**config.mk**
```make
export PLATFORM = sky130hd
export DESIGN_NAME = interrupt_pending_arbiter
export DESIGN_NICKNAME = d
export VERILOG_FILES = /design/src/rtl/interrupt_pkg.sv /design/src/rtl/interrupt_priority_select.sv /design/src/rtl/interrupt_pending_arbiter.sv
export SDC_FILE = /design/constraint.sdc
export NUM_CORES = 1
export LEC_CHECK = 0
export CAP_MARGIN = 25
export CORE_ASPECT_RATIO = 0.75
export CORE_MARGIN = 8
export CORE_UTILIZATION = 50
export CTS_CLUSTER_SIZE = 14
export DETAILED_ROUTE_END_ITERATION = 8
export DONT_BUFFER_PORTS = 1
export PLACE_DENSITY = 0.67
export SETUP_SLACK_MARGIN = 0.3
export SKIP_LAST_GASP = 1
export SLEW_MARGIN = 20
export SYNTH_ARGS = -nofsm -noshare
export SYNTH_HDL_FRONTEND = slang
export SYNTH_SLANG_ARGS = --single-unit
```
**constraint.sdc**
```tcl
create_clock -name clk -period 4.1 [get_ports clk]
set_input_delay 0.82 -clock clk [delete_from_list [all_inputs] [get_ports clk]]
set_output_delay 0.82 -clock clk [all_outputs]
set_load 0.01 [all_outputs]
```
**src/rtl/interrupt_pkg.sv**
```systemverilog
// Shared types and constants for the interrupt pending arbiter.
package interrupt_pkg;

    typedef enum logic [1:0] {
        IDLE    = 2'd0,
        PRESENT = 2'd1,
        SERVICE = 2'd2
    } state_t;

    // Width of an interrupt ID; a single source still needs one bit.
    function automatic int unsigned id_width(input int unsigned n);
        if (n <= 32'd1) begin
            return 32'd1;
        end
        return unsigned'($clog2(n));
    endfunction

    localparam state_t RST_STATE       = IDLE;
    localparam logic   RST_IRQ         = 1'b0;
    localparam logic   RST_CLAIM_VALID = 1'b0;

endpackage

```
**src/rtl/interrupt_priority_select.sv**
```systemverilog
// Find-first-set over an N-bit vector, searching upward from a rotation base and wrapping.
module interrupt_priority_select
    import interrupt_pkg::*;
#(
    parameter int unsigned N    = 32,
    parameter int unsigned ID_W = id_width(N)
) (
    input  logic [N-1:0]    vec,
    input  logic [ID_W-1:0] base,
    output logic            found_c,
    output logic [ID_W-1:0] idx_c
);

    localparam int unsigned SUM_W = ID_W + 1;

    logic [2*N-1:0]  dbl;
    logic [N-1:0]    rot;
    logic [ID_W-1:0] off;
    logic [SUM_W-1:0] sum;

    // Rotate so that bit 0 of rot corresponds to vec[base].
    assign dbl = {vec, vec};
    assign rot = N'(dbl >> base);

    always_comb begin
        found_c = 1'b0;
        off     = '0;
        for (int i = N - 1; i >= 0; i--) begin
            if (rot[i]) begin
                found_c = 1'b1;
                off     = ID_W'(i);
            end
        end
        sum = SUM_W'(off) + SUM_W'(base);
        if (sum >= SUM_W'(N)) begin
            sum = sum - SUM_W'(N);
        end
        idx_c = ID_W'(sum);
    end

endmodule

```
**src/rtl/interrupt_pending_arbiter.sv**
```systemverilog
// Pending latch, enable masking and non-nested irq/claim/complete handshake.
// Build option: INTERRUPT_ROUND_ROBIN_EN selects round-robin instead of fixed lowest-index priority.
module interrupt_pending_arbiter
    import interrupt_pkg::*;
#(
    parameter  int unsigned N_interrupts = 32,
    localparam int unsigned ID_W         = id_width(N_interrupts)
) (
    input  logic                    clk,
    input  logic                    n_rst,
    input  logic [N_interrupts-1:0] interrupt_requests,
    input  logic [N_interrupts-1:0] interrupt_enable,
    input  logic                    claim,
    input  logic                    complete,
    input  logic [ID_W-1:0]         complete_id,
    output logic                    irq,
    output logic [ID_W-1:0]         claim_id,
    output logic                    claim_valid,
    output logic [N_interrupts-1:0] pending
);

    state_t                  state_q, state_d;
    logic [N_interrupts-1:0] pending_q, pending_d;
    logic [ID_W-1:0]         sel_id_q, sel_id_d;
    logic [ID_W-1:0]         last_id_q, last_id_d;
    logic                    irq_q, irq_d;
    logic [ID_W-1:0]         claim_id_q, claim_id_d;
    logic                    claim_valid_q, claim_valid_d;

    logic [N_interrupts-1:0] eligible;
    logic [N_interrupts-1:0] clr_mask;
    logic                    claim_accept;
    logic [ID_W-1:0]         base;
    logic                    win_found_c;
    logic [ID_W-1:0]         win_idx_c;

    assign eligible = pending_q & interrupt_enable;

`ifdef INTERRUPT_ROUND_ROBIN_EN
    assign base = (last_id_q == ID_W'(N_interrupts - 1)) ? '0 : last_id_q + ID_W'(1);
`else
    assign base = '0;
`endif

    interrupt_priority_select #(
        .N    (N_interrupts),
        .ID_W (ID_W)
    ) u_select (
        .vec     (eligible),
        .base    (base),
        .found_c (win_found_c),
        .idx_c   (win_idx_c)
    );

    // Next state, pending update and registered outputs.
    always_comb begin
        state_d       = state_q;
        sel_id_d      = sel_id_q;
        last_id_d     = last_id_q;
        claim_accept  = 1'b0;
        claim_valid_d = 1'b0;
        clr_mask      = '0;

        case (state_q)
            IDLE: begin
                if (win_found_c) begin
                    sel_id_d = win_idx_c;
                    state_d  = PRESENT;
                end
            end
            PRESENT: begin
                // A claim takes precedence over a same-cycle enable drop.
                if (claim) begin
                    claim_accept  = 1'b1;
                    last_id_d     = sel_id_q;
                    claim_valid_d = 1'b1;
                    state_d       = SERVICE;
                end else if (!eligible[sel_id_q]) begin
                    state_d = IDLE;
                end
            end
            SERVICE: begin
                if (complete && (complete_id == last_id_q)) begin
                    state_d = IDLE;
                end
            end
            default: state_d = IDLE;
        endcase

        if (claim_accept) begin
            clr_mask[sel_id_q] = 1'b1;
        end
        // New requests win over a same-cycle claim clear.
        pending_d = (pending_q & ~clr_mask) | interrupt_requests;

        irq_d      = (state_d == PRESENT);
        claim_id_d = '0;
        if (state_d == PRESENT) begin
            claim_id_d = sel_id_d;
        end else if (state_d == SERVICE) begin
            claim_id_d = last_id_d;
        end
    end

    always_ff @(posedge clk or negedge n_rst) begin
        if (!n_rst) begin
            state_q       <= RST_STATE;
            pending_q     <= '0;
            sel_id_q      <= '0;
            last_id_q     <= '0;
            irq_q         <= RST_IRQ;
            claim_id_q    <= '0;
            claim_valid_q <= RST_CLAIM_VALID;
        end else begin
            state_q       <= state_d;
            pending_q     <= pending_d;
            sel_id_q      <= sel_id_d;
            last_id_q     <= last_id_d;
            irq_q         <= irq_d;
            claim_id_q    <= claim_id_d;
            claim_valid_q <= claim_valid_d;
        end
    end

    assign irq         = irq_q;
    assign claim_id    = claim_id_q;
    assign claim_valid = claim_valid_q;
    assign pending     = pending_q;

endmodule
```
# Word-level counts from Yosys, hierarchy flattened
# Cells that the tools add are included.
op_classes:
  order_cmp: 3
  muxes: 83
  addsub: 1
  n_eq_ne: 5
  bitwise_logic: 4
  reduce_logical: 3
op_table:
  columns: ["cell", "count"]
  rows:
  - ["2-to-1 mux 5 bit", 39]
  - ["bitwise AND 32 bit", 2]
  - ["2-to-1 mux 1 bit", 36]
  - ["2-to-1 mux 32 bit", 1]
  - ["inverter 32 bit", 1]
  - ["OR 32 bit", 1]
  - ["2-to-1 mux 2 bit", 4]
  - ["greater-or-equal comparator 5 x 6 -> 1 bit (second input constant)", 1]
  - ["less-than comparator 5 x 6 -> 1 bit (second input constant)", 1]
  - ["case mux 2 bit (3 select lines)", 1]
  - ["binary-select mux 1 bit (select 5 bit)", 1]
  - ["demux 1 bit (select 5 bit)", 1]
  - ["== test 5 bit", 1]
  - ["greater-or-equal comparator 5 x 1 -> 1 bit (second input constant)", 1]
  - ["subtractor 5 x 1 -> 5 bit (second input constant)", 1]
  - ["== test 2 x 1 -> 1 bit (second input constant)", 2]
  - ["== test 2 bit (second input constant)", 2]
  - ["logical AND 1 bit", 2]
  - ["logical NOT 2 bit", 1]
word_totals:
  inputBits: 73
  output_inout_bits: 39
  regBits: 51
  wordCells: 106

# Logic depth before layout (Yosys ltp)
depth:
  word_depth: 38
  ltp_mapped: 7
  mapped_depth_nobuf: 6

# Hierarchy
# Synthesis repeated with hierarchy kept, for this count alone.
unflattened:
  hier_cells: 621
  hier_area_um2: 6683.9
modules_own_cells:
  columns: ["module", "cells_per_inst", "seq_area_each_um2", "instances", "area_each_um2"]
  rows:
  - ["interrupt_priority_select", 360, 0.0, 1, 4015.1]
  - ["interrupt_pending_arbiter", 261, 1276.2, 1, 2668.8]

# Worst setup path after synthesis
# No wires, ideal clock.
synth_timing:
  path_kind: "input to register"
  start: "input interrupt_enable[6]"
  end: "register claim_id_q[2] (netlist: claim_id[2])"
  setup_ps: 118
  cell_stages: 5
  slack_ps: 1726
  n_path_buf: 0
  arrival_ps: 2256
  required_ps: 3982
  path_cell_list: "a22oi_1 nand4_2 o41ai_4 o41a_1 a2bb2o_4"
synth_via:
  elab_chain_len: 13
  elab_cells_between_ends: 30
  classes_between: "add/sub: 1; order compare: 1; eq/ne: 2; mux: 25; bitwise: 1"
synth_lines:
  columns: ["element", "line", "source"]
  rows:
  - ["start, declared", "interrupt_pending_arbiter.sv:12", "input logic [N_interrupts-1:0] interrupt_enable,"]
  - ["bitwise AND 32 bit *", "interrupt_pending_arbiter.sv:37", "assign eligible = pending_q & interrupt_enable;"]
  - ["2-to-1 mux 5 bit or 2-to-1 mux 1 bit (tied branches) (7 in a row)", "interrupt_priority_select.sv:29", "if (rot[i]) begin"]
  - ["subtractor 5 x 1 -> 5 bit, or another cell as far along", "interrupt_priority_select.sv:36", "sum = sum - SUM_W'(N);"]
  - ["2-to-1 mux 5 bit or case mux 2 bit (3 select lines) (tied branches)", "interrupt_priority_select.sv:35, interrupt_pending_arbiter.sv:64", null]
  - ["2-to-1 mux 5 bit or == test 2 bit (tied branches)", "interrupt_pending_arbiter.sv:66, interrupt_pending_arbiter.sv:100", null]
  - ["2-to-1 mux 5 bit (on tied branches)", "interrupt_pending_arbiter.sv:64, interrupt_pending_arbiter.sv:100", null]
  - ["2-to-1 mux 5 bit *", "interrupt_pending_arbiter.sv:98", "if (state_d == PRESENT) begin"]
  - ["via claim_id_d[2]", "interrupt_pending_arbiter.sv:27", "logic [ID_W-1:0] claim_id_q, claim_id_d;"]
  - ["end signal, assigned", "interrupt_pending_arbiter.sv:120", "claim_id_q <= claim_id_d;"]
  - ["end, declared", "interrupt_pending_arbiter.sv:27", null]
# Mark *: on every way through the listed nets, which the timed path passes. The rest lies on a longest branch. The select of a mux whose other input is x is not followed.

# Worst setup path after layout
layout_timing:
  start: "register sel_id_q[0]"
  end: "register claim_id_q[0] (netlist: claim_id[0])"
layout_via:
  elab_chain_len: 8
  elab_cells_between_ends: 13
  classes_between: "eq/ne: 2; mux: 11"
layout_lines:
  columns: ["element", "line", "source"]
  rows:
  - ["start, declared", "interrupt_pending_arbiter.sv:24", "logic [ID_W-1:0] sel_id_q, sel_id_d;"]
  - ["start signal, assigned", "interrupt_pending_arbiter.sv:117", "sel_id_q <= sel_id_d;"]
  - ["binary-select mux 1 bit (select 5 bit)", "interrupt_pending_arbiter.sv:78", "end else if (!eligible[sel_id_q]) begin"]
  - ["2-to-1 mux 1 bit (implied by the code)", "interrupt_pending_arbiter.sv:78", null]
  - ["2-to-1 mux 2 bit", "interrupt_pending_arbiter.sv:78", null]
  - ["2-to-1 mux 2 bit", "interrupt_pending_arbiter.sv:73", "if (claim) begin"]
  - ["case mux 2 bit (3 select lines)", "interrupt_pending_arbiter.sv:64", "case (state_q)"]
  - ["== test 2 bit", "interrupt_pending_arbiter.sv:100", "end else if (state_d == SERVICE) begin"]
  - ["2-to-1 mux 5 bit", "interrupt_pending_arbiter.sv:100", null]
  - ["2-to-1 mux 5 bit *", "interrupt_pending_arbiter.sv:98", null]
  - ["via claim_id_d[0]", "interrupt_pending_arbiter.sv:27", null]
# Marked as above.

==> reports/metrics.yaml <==
yosysTopAreaCellShare_pct: 44.06
synth_seq_area_share_pct: 44.06
cp-start-kind: "flip-flop"
report.final.setup_viol: 0
arrival_ns: 2.81
critPathRequiredTime_ns: 4.32
syn_area_um2: 2897
relSlewSlack_pct: 47.90
max-clock-path-buffers: 2
wire_per_inst_um: 21.84
layout-drive-gt1-share_pct: 6.329
rows: 24
path_clk_slew_ns: 0.10
critPathTopFamily: "flip-flops"
cts_resized: 0
drc_errors: 0
fillCellCount: 528
final.min_clock_period_ns: 2.591
first_iter_violations: 124
gp_congestion: 0.8601
num-nets-final: 388
design.core.area_um2: 5705
dr.pass1.iters: 5
dpl_worst_slack_ns: 1.410
crit_path_end_kind: "flip-flop"
status: "complete, no violations"
ant_nets: 0
fp.dieW_um: 103.9
synth_nets: 388
vdd_ir_drop_max_mv: 0.2597
portBuffers: 0
ctsHoldBuffers: 0
dpl.hpwl_mm: 6.700
grt_pass1_wl_mm: 13.58
cts_tree: "yes"
ios: 112
cts_sinks: 51
rsz0062_at_grt: "no"
yosysWarnings: 0
vias: 2436
root_buffer: "clkbuf_8"
period_share_pct: 63.20
cpMaxStageDelayCell: "dfrtp_1"
diodes: 0
hold_viol_final: 0
hold_path.class: "in2async"
synth_top_cell_by_area: "dfrtp_1"
finalWirelength_mm: 8.606
syn_avg_cell_area_um2: 9.195
drv_slew: 0
path_cells: "mux4_1, nand3_1, nand4_1, or4_1, o221ai_1"
start_util_pct: 50.77
cts_setup_buffers: 0
path_buf_inv: 0
layout_setup_ws_ns: 1.509
antenna_found_initial: 0
finalNonFillerCells: 394
grt_max_degree: 52
max_slew.worst_pin.slew_ns: 0.7815
ys_ff_latch: 51
yosysMostFrequentCell: "nand2_1"
power.density_nw_per_um2: 532.8
synthTopCellsByCount: "56 x nand2_1, 51 x dfrtp_1, 43 x o21ai_0, 34 x nand2b_1, 14 x a22oi_1"
synth_edf_count: 0
cts_made_buffers: 5
dieArea_um2: 8510
ys_async_sr_fraction_pct: 100.0
grt.total_usage_pct: 20.44
max_freq_mhz: 385.9
fin_skew_ns: 0.002822
synth_ff_type: "dfrtp_1"
power_leakage_nw: 1.210
synthTopCellsByArea: "dfrtp_1 44%, o21ai_0 7.4%, nand2b_1 7.3%, nand2_1 7.3%, a22oi_1 3.6%"
syn2layout_area_growth_pct: 6.782
crit_fanout: 23
synthCells: 315
final_util_pct: 54.21
grt-ovfl-total: 0
fin_hold_ws_ns: 0.1961
max_stage_delay_ns: 0.86
fp.dieH_um: 81.92
path_class: "reg2reg"
clk_latency_ns: 0.30
grt_pass1_vias: 2489
drv_cap: 0
tns_ns: 0
dp_cells: 386
ys_types: 47
htreeDepth: 2
vias_per_cell: 6.183
## per-layer routing
layer	share of wire (%)	track usage, %
met5	0	0
met1	45	26.53
met4	0.49	5.036
met2	43	31.80
met3	12	7.837
## logic make-up (layout without fill, tap and decap cells)
logic type | Yosys count | in the layout | share of synthesized area (%)
mux | 8 | 8 | 5.054
compound gates | 98 | 98 | 23.15
simple gates | 134 | 134 | 23.37
flops | 51 | 51 | 44.06
xor+xnor | 5 | 5 | 1.512
buf+inv | 19 | 20 | 2.851
## metrics by stage
step	instance area (um2)	power [mW]
after global placement	2957	1.230
after detailed placement	2957	1.235
after floorplan	2897	1.104
final	3093	1.648
after global routing	3093	1.747
after CTS	3093	1.654
## report_power, final
part | total [mW] | internal [mW] | switching (mW)
logic | 0.480 | 0.205 | 0.275
clock network | 0.420 | 0.243 | 0.176
registers | 0.748 | 0.589 | 0.159
## path summary, 6_finish.rpt
kind	depth (start not counted)	to	slack, ns	from
setup / recovery	5	claim_id[0]	1.51	sel_id_q[0]
hold / removal	0	pending[29]	0.20	n_rst
max in group asynchronous	0	sel_id_q[3]	3.82	n_rst
hold reg to reg	2	last_id_q[4]	0.55	last_id_q[4]
min in group clk	2	last_id_q[4]	0.55	last_id_q[4]
setup reg to reg	5	claim_id[0]	1.51	sel_id_q[0]
## cells in the final DEF (no fill, tap or decap), types with 2 or more instances in the layout
cell / instances
nand2_1: 56
dfrtp_1: 51
o21ai_0: 43
nand2b_1: 34
a22oi_1: 14
nand3_1: 13
inv_1: 12
a21oi_1: 10
nor2_1: 8
o211ai_1: 6
clkbuf_8: 5
xor2_1: 4
and2_1: 4
mux4_2: 4
nand3b_1: 3
nand4_1: 3
mux2i_1: 3
nor3_1: 3
or3_1: 3
a31oi_1: 2
nand4_2: 2
a22oi_2: 2
o2111ai_1: 2
o22a_1: 2
o2bb2ai_1: 2
or4_1: 2
o221ai_1: 2
a32o_1: 2
bufinv_16: 2
## flip-flops by register name, summed over array words and instances, names as in the netlist
name / flops
pending: 32
claim_id: 5
last_id_q: 5
sel_id_q: 5
state_q: 2
claim_valid: 1
irq: 1
## cell type report
class / instances / area, um2 / area share [%]
multi-input combinational: 245 / 1538 / 49.72
sequential: 51 / 1276 / 41.26
tap: 78 / 97.59 / 3.155
clock buffer: 5 / 68.82 / 2.225
clock inverter: 3 / 67.56 / 2.184
inverter: 12 / 45.04 / 1.456
Note: power is estimated with default switching activity, not from simulation.
